**src/rtl/uart_pkg.sv**
```systemverilog
// Shared UART definitions: default clocking constants, the divisor struct and
// the reset-divisor computation used by baud_rate_gen.
package uart_pkg;

  localparam int CLK_FREQ_HZ_DEF = 100_000_000;
  localparam int BAUD_DEF        = 115200;
  localparam int OVERSAMPLE_DEF  = 16;

  // Wide enough for any DIV_W/FRAC_W a user instantiates; callers slice.
  typedef struct packed {
    logic [31:0] div_int;
    logic [15:0] div_frac;
  } div_t;

  // Reset divisor in clocks per oversample tick. With the fractional path the
  // value is rounded to the nearest 1/2^frac_w clock, otherwise truncated.
  function automatic div_t calc_rst_div(input int clk_hz, input int baud,
                                        input int oversample, input int frac_w,
                                        input bit frac_en);
    longint den;
    longint num;
    longint q;
    div_t   d;
    den = longint'(baud) * longint'(oversample);
    if (frac_en) begin
      num        = longint'(clk_hz) <<< frac_w;
      q          = (longint'(2) * num + den) / (longint'(2) * den);
      d.div_int  = 32'(q >>> frac_w);
      d.div_frac = 16'(q & ((longint'(1) <<< frac_w) - longint'(1)));
    end else begin
      d.div_int  = 32'(longint'(clk_hz) / den);
      d.div_frac = '0;
    end
    return d;
  endfunction

endpackage

```
**src/rtl/frac_div.sv**
```systemverilog
// Integer-plus-fractional clock divider core: a down-counter that reloads at
// each period end, stretched by one clock whenever the fractional accumulator
// carries. The accumulator only exists when BAUD_RATE_GEN_FRAC_EN is defined.
module frac_div
  import uart_pkg::*;
#(
  parameter int               DIV_W   = 16,
  parameter int               FRAC_W  = 4,
  parameter logic [DIV_W-1:0] RST_CNT = '0
) (
  input  logic              clk,
  input  logic              reset,
  input  logic              advance,     // count this cycle
  input  logic              restart,     // reload to eff_int-1, clear phase
  input  logic [DIV_W-1:0]  eff_int,     // divisor (>=1) for the next period
  input  logic [FRAC_W-1:0] frac,        // fractional part added per period
  output logic              period_end   // raw strobe: reload happens now
);

  localparam logic [DIV_W-1:0] ONE = DIV_W'(1);

  logic [DIV_W-1:0] cnt;
  logic             carry;

  assign period_end = advance && (cnt == '0);

`ifdef BAUD_RATE_GEN_FRAC_EN
  logic [FRAC_W-1:0] acc;
  logic [FRAC_W:0]   acc_sum;

  assign acc_sum = {1'b0, acc} + {1'b0, frac};
  assign carry   = acc_sum[FRAC_W];

  // Fractional accumulator: advances once per period, wraps mod 2^FRAC_W.
  always_ff @(posedge clk) begin
    if (reset) begin
      acc <= '0;
    end else if (restart) begin
      acc <= '0;
    end else if (period_end) begin
      acc <= acc_sum[FRAC_W-1:0];
    end
  end
`else
  logic unused_frac;
  assign unused_frac = ^frac;
  assign carry       = 1'b0;
`endif

  // Period down-counter; a carry lengthens the new period by one clock.
  always_ff @(posedge clk) begin
    if (reset) begin
      cnt <= RST_CNT;
    end else if (restart) begin
      cnt <= eff_int - ONE;
    end else if (period_end) begin
      cnt <= eff_int - ONE + DIV_W'(carry);
    end else if (advance) begin
      cnt <= cnt - ONE;
    end
  end

endmodule

```
**src/rtl/baud_rate_gen.sv**
```systemverilog
// Runtime-programmable oversample/baud tick generator for the UART.
// Optional fractional divisor support: define BAUD_RATE_GEN_FRAC_EN.
// A loaded divisor waits in a shadow register until the current period ends,
// unless the generator is disabled or resynced, in which case it applies at
// once. resync restarts the tick phase for RX start-bit alignment.
module baud_rate_gen
  import uart_pkg::*;
#(
  parameter int CLK_FREQ_HZ = CLK_FREQ_HZ_DEF,
  parameter int BAUD        = BAUD_DEF,
  parameter int OVERSAMPLE  = OVERSAMPLE_DEF,   // must be >= 2
  parameter int DIV_W       = 16,
  parameter int FRAC_W      = 4
) (
  input  logic              clk,
  input  logic              reset,
  input  logic              enable,
  input  logic [DIV_W-1:0]  div_int,
  input  logic [FRAC_W-1:0] div_frac,
  input  logic              div_load,
  input  logic              resync,
  output logic              tick_os,
  output logic              baud_tick,
  output logic              div_pending
);

`ifdef BAUD_RATE_GEN_FRAC_EN
  localparam bit FRAC_EN = 1'b1;
`else
  localparam bit FRAC_EN = 1'b0;
`endif

  localparam div_t              RST_DIV  = calc_rst_div(CLK_FREQ_HZ, BAUD, OVERSAMPLE,
                                                        FRAC_W, FRAC_EN);
  localparam logic [DIV_W-1:0]  RST_INT  = RST_DIV.div_int[DIV_W-1:0];
  localparam logic [FRAC_W-1:0] RST_FRAC = RST_DIV.div_frac[FRAC_W-1:0];
  localparam logic [DIV_W-1:0]  RST_EFF  = (RST_INT == '0) ? DIV_W'(1) : RST_INT;
  localparam logic [DIV_W-1:0]  RST_CNT  = RST_EFF - DIV_W'(1);
  localparam int                OS_W     = $clog2(OVERSAMPLE);
  localparam logic [OS_W-1:0]   OS_LAST  = OS_W'(OVERSAMPLE - 1);

  logic [DIV_W-1:0]  act_int;
  logic [FRAC_W-1:0] act_frac;
  logic [DIV_W-1:0]  sh_int;
  logic [FRAC_W-1:0] sh_frac;
  logic              pending_q;
  logic [DIV_W-1:0]  sel_int;
  logic [FRAC_W-1:0] sel_frac;
  logic [DIV_W-1:0]  eff_int;
  logic              advance;
  logic              restart;
  logic              period_end;
  logic [OS_W-1:0]   os_cnt;

  // Divisor that takes effect if the period reloads this cycle: a load in
  // this cycle beats an older pending shadow, which beats the active value.
  always_comb begin
    sel_int  = act_int;
    sel_frac = act_frac;
    if (div_load) begin
      sel_int  = div_int;
      sel_frac = div_frac;
    end else if (pending_q) begin
      sel_int  = sh_int;
      sel_frac = sh_frac;
    end
    eff_int = (sel_int == '0) ? DIV_W'(1) : sel_int;
    advance = enable & ~resync;
    restart = resync | (div_load & ~enable);
  end

  // Shadow/active divisor registers; any reload point promotes the selection.
  always_ff @(posedge clk) begin
    if (reset) begin
      act_int   <= RST_INT;
      act_frac  <= RST_FRAC;
      sh_int    <= RST_INT;
      sh_frac   <= RST_FRAC;
      pending_q <= 1'b0;
    end else begin
      if (div_load) begin
        sh_int  <= div_int;
        sh_frac <= div_frac;
      end
      if (restart || period_end) begin
        act_int   <= sel_int;
        act_frac  <= sel_frac;
        pending_q <= 1'b0;
      end else if (div_load) begin
        pending_q <= 1'b1;
      end
    end
  end

  frac_div #(
    .DIV_W   (DIV_W),
    .FRAC_W  (FRAC_W),
    .RST_CNT (RST_CNT)
  ) u_frac_div (
    .clk        (clk),
    .reset      (reset),
    .advance    (advance),
    .restart    (restart),
    .eff_int    (eff_int),
    .frac       (sel_frac),
    .period_end (period_end)
  );

  // Registered strobes and the oversample position within the current bit.
  always_ff @(posedge clk) begin
    if (reset) begin
      tick_os   <= 1'b0;
      baud_tick <= 1'b0;
      os_cnt    <= '0;
    end else if (resync) begin
      tick_os   <= 1'b0;
      baud_tick <= 1'b0;
      os_cnt    <= '0;
    end else if (period_end) begin
      tick_os   <= 1'b1;
      baud_tick <= (os_cnt == OS_LAST);
      os_cnt    <= (os_cnt == OS_LAST) ? '0 : os_cnt + OS_W'(1);
    end else begin
      tick_os   <= 1'b0;
      baud_tick <= 1'b0;
    end
  end

  assign div_pending = pending_q;

endmodule

```
**config.mk**
```make
export PLATFORM = sky130hd
export DESIGN_NAME = baud_rate_gen
export DESIGN_NICKNAME = d
export VERILOG_FILES = /design/src/rtl/uart_pkg.sv /design/src/rtl/frac_div.sv /design/src/rtl/baud_rate_gen.sv
export SDC_FILE = /design/constraint.sdc
export NUM_CORES = 1
export LEC_CHECK = 0
export BUFFER_PORTS_ARGS = -buffer_cell sky130_fd_sc_hd__buf_2
export CAP_MARGIN = 20
export CORE_MARGIN = 10
export CORE_UTILIZATION = 30
export DETAILED_ROUTE_END_ITERATION = 10
export PLACE_DENSITY = 0.52
export SETUP_SLACK_MARGIN = 0.02
export SLEW_MARGIN = 0
export SYNTH_ARGS = -nofsm -noshare
export SYNTH_HDL_FRONTEND = slang
export SYNTH_SLANG_ARGS = --single-unit
```
**constraint.sdc**
```tcl
create_clock -name clk -period 4.1 [get_ports clk]
set_clock_uncertainty 0.05 [all_clocks]
set_input_delay 0.41 -clock clk [delete_from_list [all_inputs] [get_ports clk]]
set_output_delay 0.41 -clock clk [all_outputs]
set_load 0.1 [all_outputs]
```
==> After elaboration in Yosys (flattened, before gate mapping) <==
Index checks and enable logic that the tools add are counted.
{ "word_totals": {"regBits": 55, "out_inout_bits": 3} }
{ "op_classes": {"add_sub_neg": 3, "n_eq_ne": 1, "mux": 8, "bitwise": 6, "reduce_logical": 8} }
{ "ops": {"columns": ["cell", "n"], "rows": [
  ["$mux 16", 6],
  ["$logic_not 16->1", 2],
  ["$sub 16x1->16 const B", 2],
  ["$add 4x1->4 const B", 1],
  ["$eq 4x4->1 const B", 1],
  ["$mux 4", 1],
  ["$reduce_or 2->1", 2],
  ["$not 1->1", 3],
  ["$reduce_bool 3->1", 1],
  ["$reduce_or 3->1", 1],
  ["$and 1x1->1", 2],
  ["$logic_and 1x1->1", 1],
  ["$logic_or 1x1->1", 1],
  ["$mux 1", 1],
  ["$or 1x1->1", 1]
]} }

==> Longest topological paths before layout <==
Gate-level depths: netlist (run 1).
{ "logic_depth": {"ltp_word": 7, "mapped_depth": 14, "depth_no_buf": 10} }

==> By module <==
A second synthesis (run 1) with hierarchy kept.
{ "hier_totals": {"hier_cells": 413, "area_unflattened_um2": 3583.4} }
{ "modules_own_cells": {"columns": ["mod", "instances", "cells_each", "area_per_inst_um2", "seq_area_each_um2"], "rows": [
  ["baud_rate_gen", 1, 254, 2195.9, 940.9],
  ["frac_div", 1, 159, 1387.6, 320.3]
]} }

==> Least setup slack after synthesis (run 1) <==
Ideal clock, no wire load.
{ "synth_path": {"path_type": "reg-to-reg", "start": "reg pending_q (netlist: div_pending)", "end": "reg u_frac_div.cnt[6]", "setup_ns": 0.060, "t_arrival_ns": 3.466, "path_slack_ns": 0.525, "stages_incl_launch_ff": 15, "path_buffers": 4, "cell_sequence": "dfxtp_1 -> buf_4 -> buf_4 -> mux2i_1 -> o21a_1 -> and4_1 -> clkbuf_1 -> nand2_1 -> o21a_1 -> ha_1 -> and3_1 -> clkbuf_1 -> a21o_1 -> a31oi_1 -> a41o_1"} }
{ "synth_between": {"elab_chain_len": 7} }
{ "synth_rtl": {"columns": ["item", "line_no", "rtl"], "rows": [
  ["from (decl)", "baud_rate_gen.sv:46", "logic pending_q;"],
  ["from (signal assigned)", "baud_rate_gen.sv:79", "pending_q <= 1'b0;"],
  ["from (signal assigned)", "baud_rate_gen.sv:88", "pending_q <= 1'b0;"],
  ["from (signal assigned)", "baud_rate_gen.sv:90", "pending_q <= 1'b1;"],
  ["$mux 16 (*)", "baud_rate_gen.sv:63", "end else if (pending_q) begin"],
  ["$mux 16 (*)", "baud_rate_gen.sv:60", "if (div_load) begin"],
  ["$logic_not 16->1", "baud_rate_gen.sv:67", "eff_int = (sel_int == '0) ? DIV_W'(1) : sel_int;"],
  ["$mux 16 (*)", "baud_rate_gen.sv:67", null],
  ["$sub 16x1->16 (*)", "frac_div.sv:55, frac_div.sv:57", null],
  ["$mux 16", "frac_div.sv:56", "end else if (period_end) begin"],
  ["$mux 16 (*)", "frac_div.sv:54", "end else if (restart) begin"],
  ["to (signal assigned)", "frac_div.sv:55", "cnt <= eff_int - ONE;"],
  ["to (signal assigned)", "frac_div.sv:57", "cnt <= eff_int - ONE + DIV_W'(carry);"],
  ["to (signal assigned)", "frac_div.sv:59", "cnt <= cnt - ONE;"],
  ["to (decl)", "frac_div.sv:22", "logic [DIV_W-1:0] cnt;"]
]} }
Every way passes the cells marked *; elsewhere a longest branch is shown, timed or not.
A chain may end at the register's enable or synchronous reset.

==> Worst setup path after layout (run 1) <==
Ends and elaborated chain as after synthesis.

==> impl_metrics.tcl, run 1 <==
set metrics [dict create \
    dpl-instance-area_sq_um 3395 \
    synth-edff-count 0 \
    synth_area_sq_um 3149 \
    whs_path_depth 3 \
    synth.distinct_cells 55 \
    grt_pass1_vias 2716 \
    postSynth.asyncResetShare_pct 0 \
    cts_tree "done" \
    die_x_microns 122.5 \
    synth_top_family_by_area "simple AND/OR/NAND/NOR gates" \
    coreArea_sq_um 10280 \
    synthCells 396 \
    clkSinkCount 55 \
    wl_per_cell_microns 14.23 \
    synth_nets 424 \
    postCtsHoldBufs 0 \
    h-tree-depth 2 \
    vias 2793 \
    numCtsBuffers 5 \
    ant_nets 0 \
    grt_pass1_wl_microns 13430 \
    drt-total-wl_microns 7800 \
    critical_path.top_delay_family "simple AND/OR/NAND/NOR gates" \
    crit_required_ns 4.26 \
    diodes 0 \
    synthXorXnorAreaFrac_pct 1.391 \
    post_cts.repair.setup_buffers 0 \
    cp-end-kind "flop" \
    vias_per_cell 5.097 \
    dp_hpwl_microns 5605 \
    avgSynthCellArea_sq_um 7.953 \
    path_clk_slew_ns 0.11 \
    hold_viol 0 \
    cp.buffers_inverters 2 \
    rsz0062_at_grt "no" \
    yosysTopAreaCellShare_pct 34.96 \
    layout.nets 439 \
    yosys_warnings 0 \
    rows 37 \
    synth-seq-cells 55 \
    tightest_slew_ns 0.9497 \
    fp.dieArea_sq_um 15000 \
    rr_worst_depth 12 \
    drive_gt1_share_pct 14.56 \
    grt_start_max_net_pins 45 \
    peakVddDrop_mv 0.1384 \
    fin_crit_ns 3.344 \
    max-cap-violations 0 \
    synth_area_leader_cell "dfxtp_1" \
    r2r_start "div_pending$_SDFFE_PP0P_" \
    root_buffer "clkbuf_8" \
    outcome "finished, final reports clean" \
    utilization_pct 33.88 \
    ctsResizeCount 0 \
    cp.arrival_ns 3.50 \
    port_buffers 23 \
    overflow 0 \
    seq_area_frac_synth_pct 34.96 \
    start_kind "flop" \
    die_h_microns 122.5 \
    total_power_mw 1.140 \
    slew_headroom_pct 36.69 \
    synth_compound_area_share_pct 22.96 \
    crit_type "reg -> reg" \
    ctsLongestPathBuffers 2 \
    stdcell_area_sq_um 3482 \
    yosys-mux-area-fraction_pct 6.476 \
    crit_cells 12 \
    max_freq_ghz 0.2990 \
    fillCellCount 1113 \
    grt.total_usage_pct 10.78 \
    setup-tns-final_ns 0 \
    synthAdderAreaFrac_pct 1.192 \
    antenna_found_initial 0 \
    ioPinCount 28 \
    worstSkewPairLatency_ns 0.31 \
    start_util_pct 30.64 \
    min_path_type "in -> reg" \
    yosys_most_used_dff "dfxtp_1" \
    min_from "div_int[1]" \
    max_stage_delay_ns 0.51 \
    min_period_over_period_pct 81.56 \
    drc_errors 0 \
    maxSlewViolCount 0 \
    synth_area_leaders "dfxtp_1 35%, a21oi_1 6.8%, mux2i_1 6.0%" \
    p_leak_nw 1.232 \
    crit_fanout 10 \
    drt-pass1-iter-count 4 \
    startpoint "div_pending$_SDFFE_PP0P_" \
    synth-simple-area-share_pct 28.88 \
    crit_chain "buf_4 > buf_4 > mux2i_1 > o21a_1 > and4_1 > nand2_1 > o21a_1 > ha_1 > and3_1 > nand3_1 > a31oi_1 > a41o_1" \
    syn2layout_area_growth_pct 10.57 \
    cp_slowest_cell "dfxtp_1" \
    setup_viol 0 \
    gp_congestion 0.7892 \
    powerDensity_nw_per_um2 327.4 \
    drt_iter0_drc 195 \
]
==> sequential cells by signal (all words and copies together) (netlist names) <==
name,cells
act_int,16
baud_tick,1
div_pending,1
os_cnt,4
sh_int,16
tick_os,1
u_frac_div.cnt,16
==> through the flow <==
| step | cells | worst slack, ns | hold WS (ns) |
|---|---|---|---|
| finish | 548 | 0.7560 | 0.2788 |
| global route | 548 | 0.5152 | 0.2815 |
| CTS | 548 | 0.7738 | 0.2630 |
| detailed placement | 540 | 0.8015 | 0.3933 |
| global placement | 540 | 0.7983 | 0.3911 |
| floorplan | 396 | 0.5248 | 0.3812 |
==> routing by layer <==
metal	wire [microns]	track usage, %	vias up
li1	-	-	1473
met1	3910	14.75	1265
met2	3534	16.82	48
met3	269	2.066	7
met4	85	3.166	0
met5	0	0	-
==> kinds of logic after synthesis <==
family,Yosys count
muxes,20
and+or+nand+nor,168
xor gates and xnor gates,5
DFF,55
AOI/OAI and AO/OA,116
adders and majority gates,3
buffers and inverters,29
==> worst register-to-register path, stage by stage (launching register included) <==
cell	delay [ns]
dfxtp_1	0.51
buf_4	0.30
buf_4	0.20
mux2i_1	0.23
o21a_1	0.22
and4_1	0.36
nand2_1	0.19
o21a_1	0.24
ha_1	0.21
and3_1	0.25
nand3_1	0.13
a31oi_1	0.11
a41o_1	0.26
==> cell usage after synthesis, types with 3 or more instances <==
master	instances
o21ai_1	15
o21ai_0	8
a211oi_1	3
inv_1	4
nand4_1	7
dfxtp_1	55
nor3_1	15
xnor2_1	3
buf_2	8
nand3_1	22
nor4_1	3
clkbuf_1	13
ha_1	3
a31oi_1	6
o21a_1	14
nor2_1	29
a21o_1	3
buf_4	3
o211ai_1	7
nand2b_1	17
nand2_1	46
and3_1	5
or3_1	4
o21ai_2	3
a21oi_1	43
mux2i_1	19
==> power by group <==
part | internal, mW | switching [mW] | leakage [nW] | total (mW)
Sequential | 0.568 | 0.0298 | 0.453 | 0.598
Clock | 0.121 | 0.187 | 0.0483 | 0.308
Combinational | 0.0889 | 0.145 | 0.731 | 0.234
Total | 0.778 | 0.362 | 1.23 | 1.14
==> worst paths after layout <==
kind,end,slack (ns)
max,u_frac_div.cnt[6]$_SDFFE_PP0P_,0.76
min,sh_int[1]$_SDFFE_PP1P_,0.28
max reg2reg,u_frac_div.cnt[6]$_SDFFE_PP0P_,0.76
min reg2reg,act_int[8]$_SDFFE_PP0P_,0.41
==> final cells by class <==
type / count / area, sq um / area share [%]
Inverter: 4 / 15.01 / 0.4312
Sequential cell: 55 / 1101 / 31.62
Multi-Input combinational cell: 312 / 1918 / 55.08
Clock inverter: 3 / 18.77 / 0.5390
Timing Repair Buffer: 33 / 190.2 / 5.462
Clock buffer: 5 / 68.82 / 1.976
Tap cell: 136 / 170.2 / 4.887
==> cell usage in the layout, fill, tap and decap left out, types with 3 or more instances in the layout <==
master | netlist | layout
o21ai_1 | 15 | 15
nor3_1 | 15 | 15
o21a_1 | 14 | 14
and3_1 | 5 | 5
mux2i_1 | 19 | 19
o21ai_2 | 3 | 3
or3_1 | 4 | 4
inv_1 | 4 | 4
a21o_1 | 3 | 3
buf_2 | 8 | 23
o211ai_1 | 7 | 7
nor4_1 | 3 | 3
clkbuf_8 | 0 | 5
dfxtp_1 | 55 | 55
ha_1 | 3 | 3
nand3_1 | 22 | 22
buf_4 | 3 | 10
nand2_1 | 46 | 46
nand2b_1 | 17 | 17
a21oi_1 | 43 | 43
a31oi_1 | 6 | 6
o21ai_0 | 8 | 8
nor2_1 | 29 | 29
nand4_1 | 7 | 7
xnor2_1 | 3 | 3
a211oi_1 | 3 | 3
No activity file was read; power rests on OpenSTA's default activity.
==> run 2: changes to the inputs <==
Clock period 4.1 ns to 3.23 ns, I/O delays scaled along.
==> run 2 against run 1 <==
Compared with the run above: via count up 2.2%; power increased by 35%; highest routed layer unchanged; clock power up 53%; global-route usage fell by 0.066 points; die area did not move; critical path depth decreased by 2; register-to-register slack lost 0.40 ns; sequential power up 27%; sequential share of layout area is 0.53 points lower; largest cell class unchanged.
==> impl_metrics.tcl, run 2 (synthesis results as in run 1) <==
set metrics [dict create \
    outcome "finished, final reports clean" \
    peakVddDrop_mv 0.2362 \
    rr_worst_depth 10 \
    ioPinCount 28 \
    max_freq_ghz 0.3483 \
    port_buffers 23 \
    dp_slack_ns 0.3430 \
    drive_gt1_share_pct 15.63 \
    wl_per_cell_microns 14.35 \
    cts_tree "done" \
    ff2ff_setup_slack_ns 0.36 \
    gp_congestion 0.8112 \
    crit_cells 10 \
    drt-pass1-iter-count 5 \
    dp_hpwl_microns 5764 \
    overflow 0 \
    ctsLongestPathBuffers 2 \
    maxSlewViolCount 0 \
    diodes 0 \
    clkSinkCount 55 \
    ctsResizeCount 0 \
    final_common_cell "dfxtp_1" \
    crit_type "reg -> reg" \
    drt-total-wl_microns 7919 \
    postCtsHoldBufs 0 \
    start_kind "flop" \
    syn2layout_area_growth_pct 12.83 \
    path_clk_slew_ns 0.11 \
    die_x_microns 122.5 \
    max-cap-violations 0 \
    cp_slowest_cell "dfxtp_4" \
    hold_viol 0 \
    cp.arrival_ns 2.98 \
    rsz0062_at_grt "no" \
    crit_required_ns 3.34 \
    powerDensity_nw_per_um2 432.5 \
    fin_crit_ns 2.871 \
    r2r_end "u_frac_div.cnt[4]$_SDFFE_PP1P_" \
    rows 37 \
    final_cell_mix "54 x dfxtp_1, 46 x nand2_1, 43 x a21oi_1" \
    fillCellCount 1101 \
    crit_chain "mux2i_1 > o21ai_1 > nor4b_2 > nand2_1 > o21a_1 > ha_1 > and3_1 > xnor2_1 > a21oi_1 > o211ai_1" \
    antenna_found_initial 0 \
    layout.nets 443 \
    min_from "div_int[2]" \
    grt_pass1_vias 2816 \
    numCtsBuffers 5 \
    min_path_type "in -> reg" \
    setup_viol 0 \
    drt_iter0_drc 180 \
    vias 2854 \
    grt.total_usage_pct 10.72 \
    post_cts.repair.setup_buffers 0 \
    tightest_slew_ns 0.6460 \
    whs_path_depth 3 \
    holdWs_ns 0.1903 \
    start_util_pct 30.64 \
    critical_path.top_delay_family "simple AND/OR/NAND/NOR gates" \
    holdPathEnd "sh_int[2]$_SDFFE_PP1P_" \
    max_stage_delay_ns 0.56 \
    worstSkewPairLatency_ns 0.31 \
    utilization_pct 34.58 \
    ant_nets 0 \
    coreArea_sq_um 10280 \
    fp.dieArea_sq_um 15000 \
    min_period_over_period_pct 88.88 \
    setup-tns-final_ns 0 \
    slew_headroom_pct 56.54 \
    vias_per_cell 5.170 \
    cp.buffers_inverters 0 \
    drc_errors 0 \
    crit_fanout 18 \
    setup_slack_ns 0.3592 \
    die_h_microns 122.5 \
    largestRegisters "act_int (16), sh_int (16), u_frac_div.cnt (16)" \
    p_leak_nw 1.268 \
    grt_pass1_wl_microns 13520 \
    cp-end-kind "flop" \
    r2r_start "div_pending$_SDFFE_PP0P_" \
    root_buffer "clkbuf_8" \
    h-tree-depth 2 \
    grt_start_max_net_pins 44 \
]
run 2: worst reg2reg max path, cell delays in order, from the launching register on:
cell and delay, ns:
dfxtp_4 0.56, mux2i_1 0.23, o21ai_1 0.15, nor4b_2 0.41
nand2_1 0.21, o21a_1 0.22, ha_1 0.21, and3_1 0.25
xnor2_1 0.18, a21oi_1 0.15, o211ai_1 0.09
run 2: worst max path at each step:
stage / startpoint / to / slack [ns]
2_1_floorplan: div_pending$_SDFFE_PP0P_ / u_frac_div.cnt[6]$_SDFFE_PP0P_ / 0.15
3_3_place_gp: div_load / u_frac_div.cnt[4]$_SDFFE_PP1P_ / 0.33
3_5_place_dp: div_load / u_frac_div.cnt[4]$_SDFFE_PP1P_ / 0.34
4_1_cts: div_pending$_SDFFE_PP0P_ / u_frac_div.cnt[4]$_SDFFE_PP1P_ / 0.36
5_1_grt: div_pending$_SDFFE_PP0P_ / u_frac_div.cnt[4]$_SDFFE_PP1P_ / 0.18
6_report: div_pending$_SDFFE_PP0P_ / u_frac_div.cnt[4]$_SDFFE_PP1P_ / 0.36
run 2: metal layers:
layer / vias to the layer above / track usage [%] / part of all wire [%]
li1: 1482 / - / -
met4: 0 / 2.209 / 0.37
met3: 2 / 2.066 / 3.8
met2: 39 / 18.44 / 47
met5: - / 0 / 0
met1: 1331 / 13.62 / 49
run 2: area by class of cell:
cell class / count / area, sq um / share of cell area, %
multi-input cells: 312 / 1918 / 53.98
flip-flops and latches: 55 / 1105 / 31.09
clock buffers: 5 / 68.82 / 1.937
clock inverters: 3 / 43.79 / 1.232
repair buffers: 37 / 232.7 / 6.549
inverters: 4 / 15.01 / 0.4225
well taps: 136 / 170.2 / 4.789
run 2: stage by stage:
stage | cell area (sq um) | cells | power [mW]
after global routing | 3553 | 552 | 1.624
after global placement | 3441 | 544 | 1.076
after detailed placement | 3441 | 544 | 1.081
after floorplan | 3153 | 396 | 0.9938
after CTS | 3553 | 552 | 1.558
final | 3553 | 552 | 1.537
run 2: where the power goes:
group / switching (mW) / total (mW) / internal, mW
Combinational: 0.184 / 0.304 / 0.120
Clock: 0.239 / 0.471 / 0.232
Sequential: 0.0415 / 0.762 / 0.721
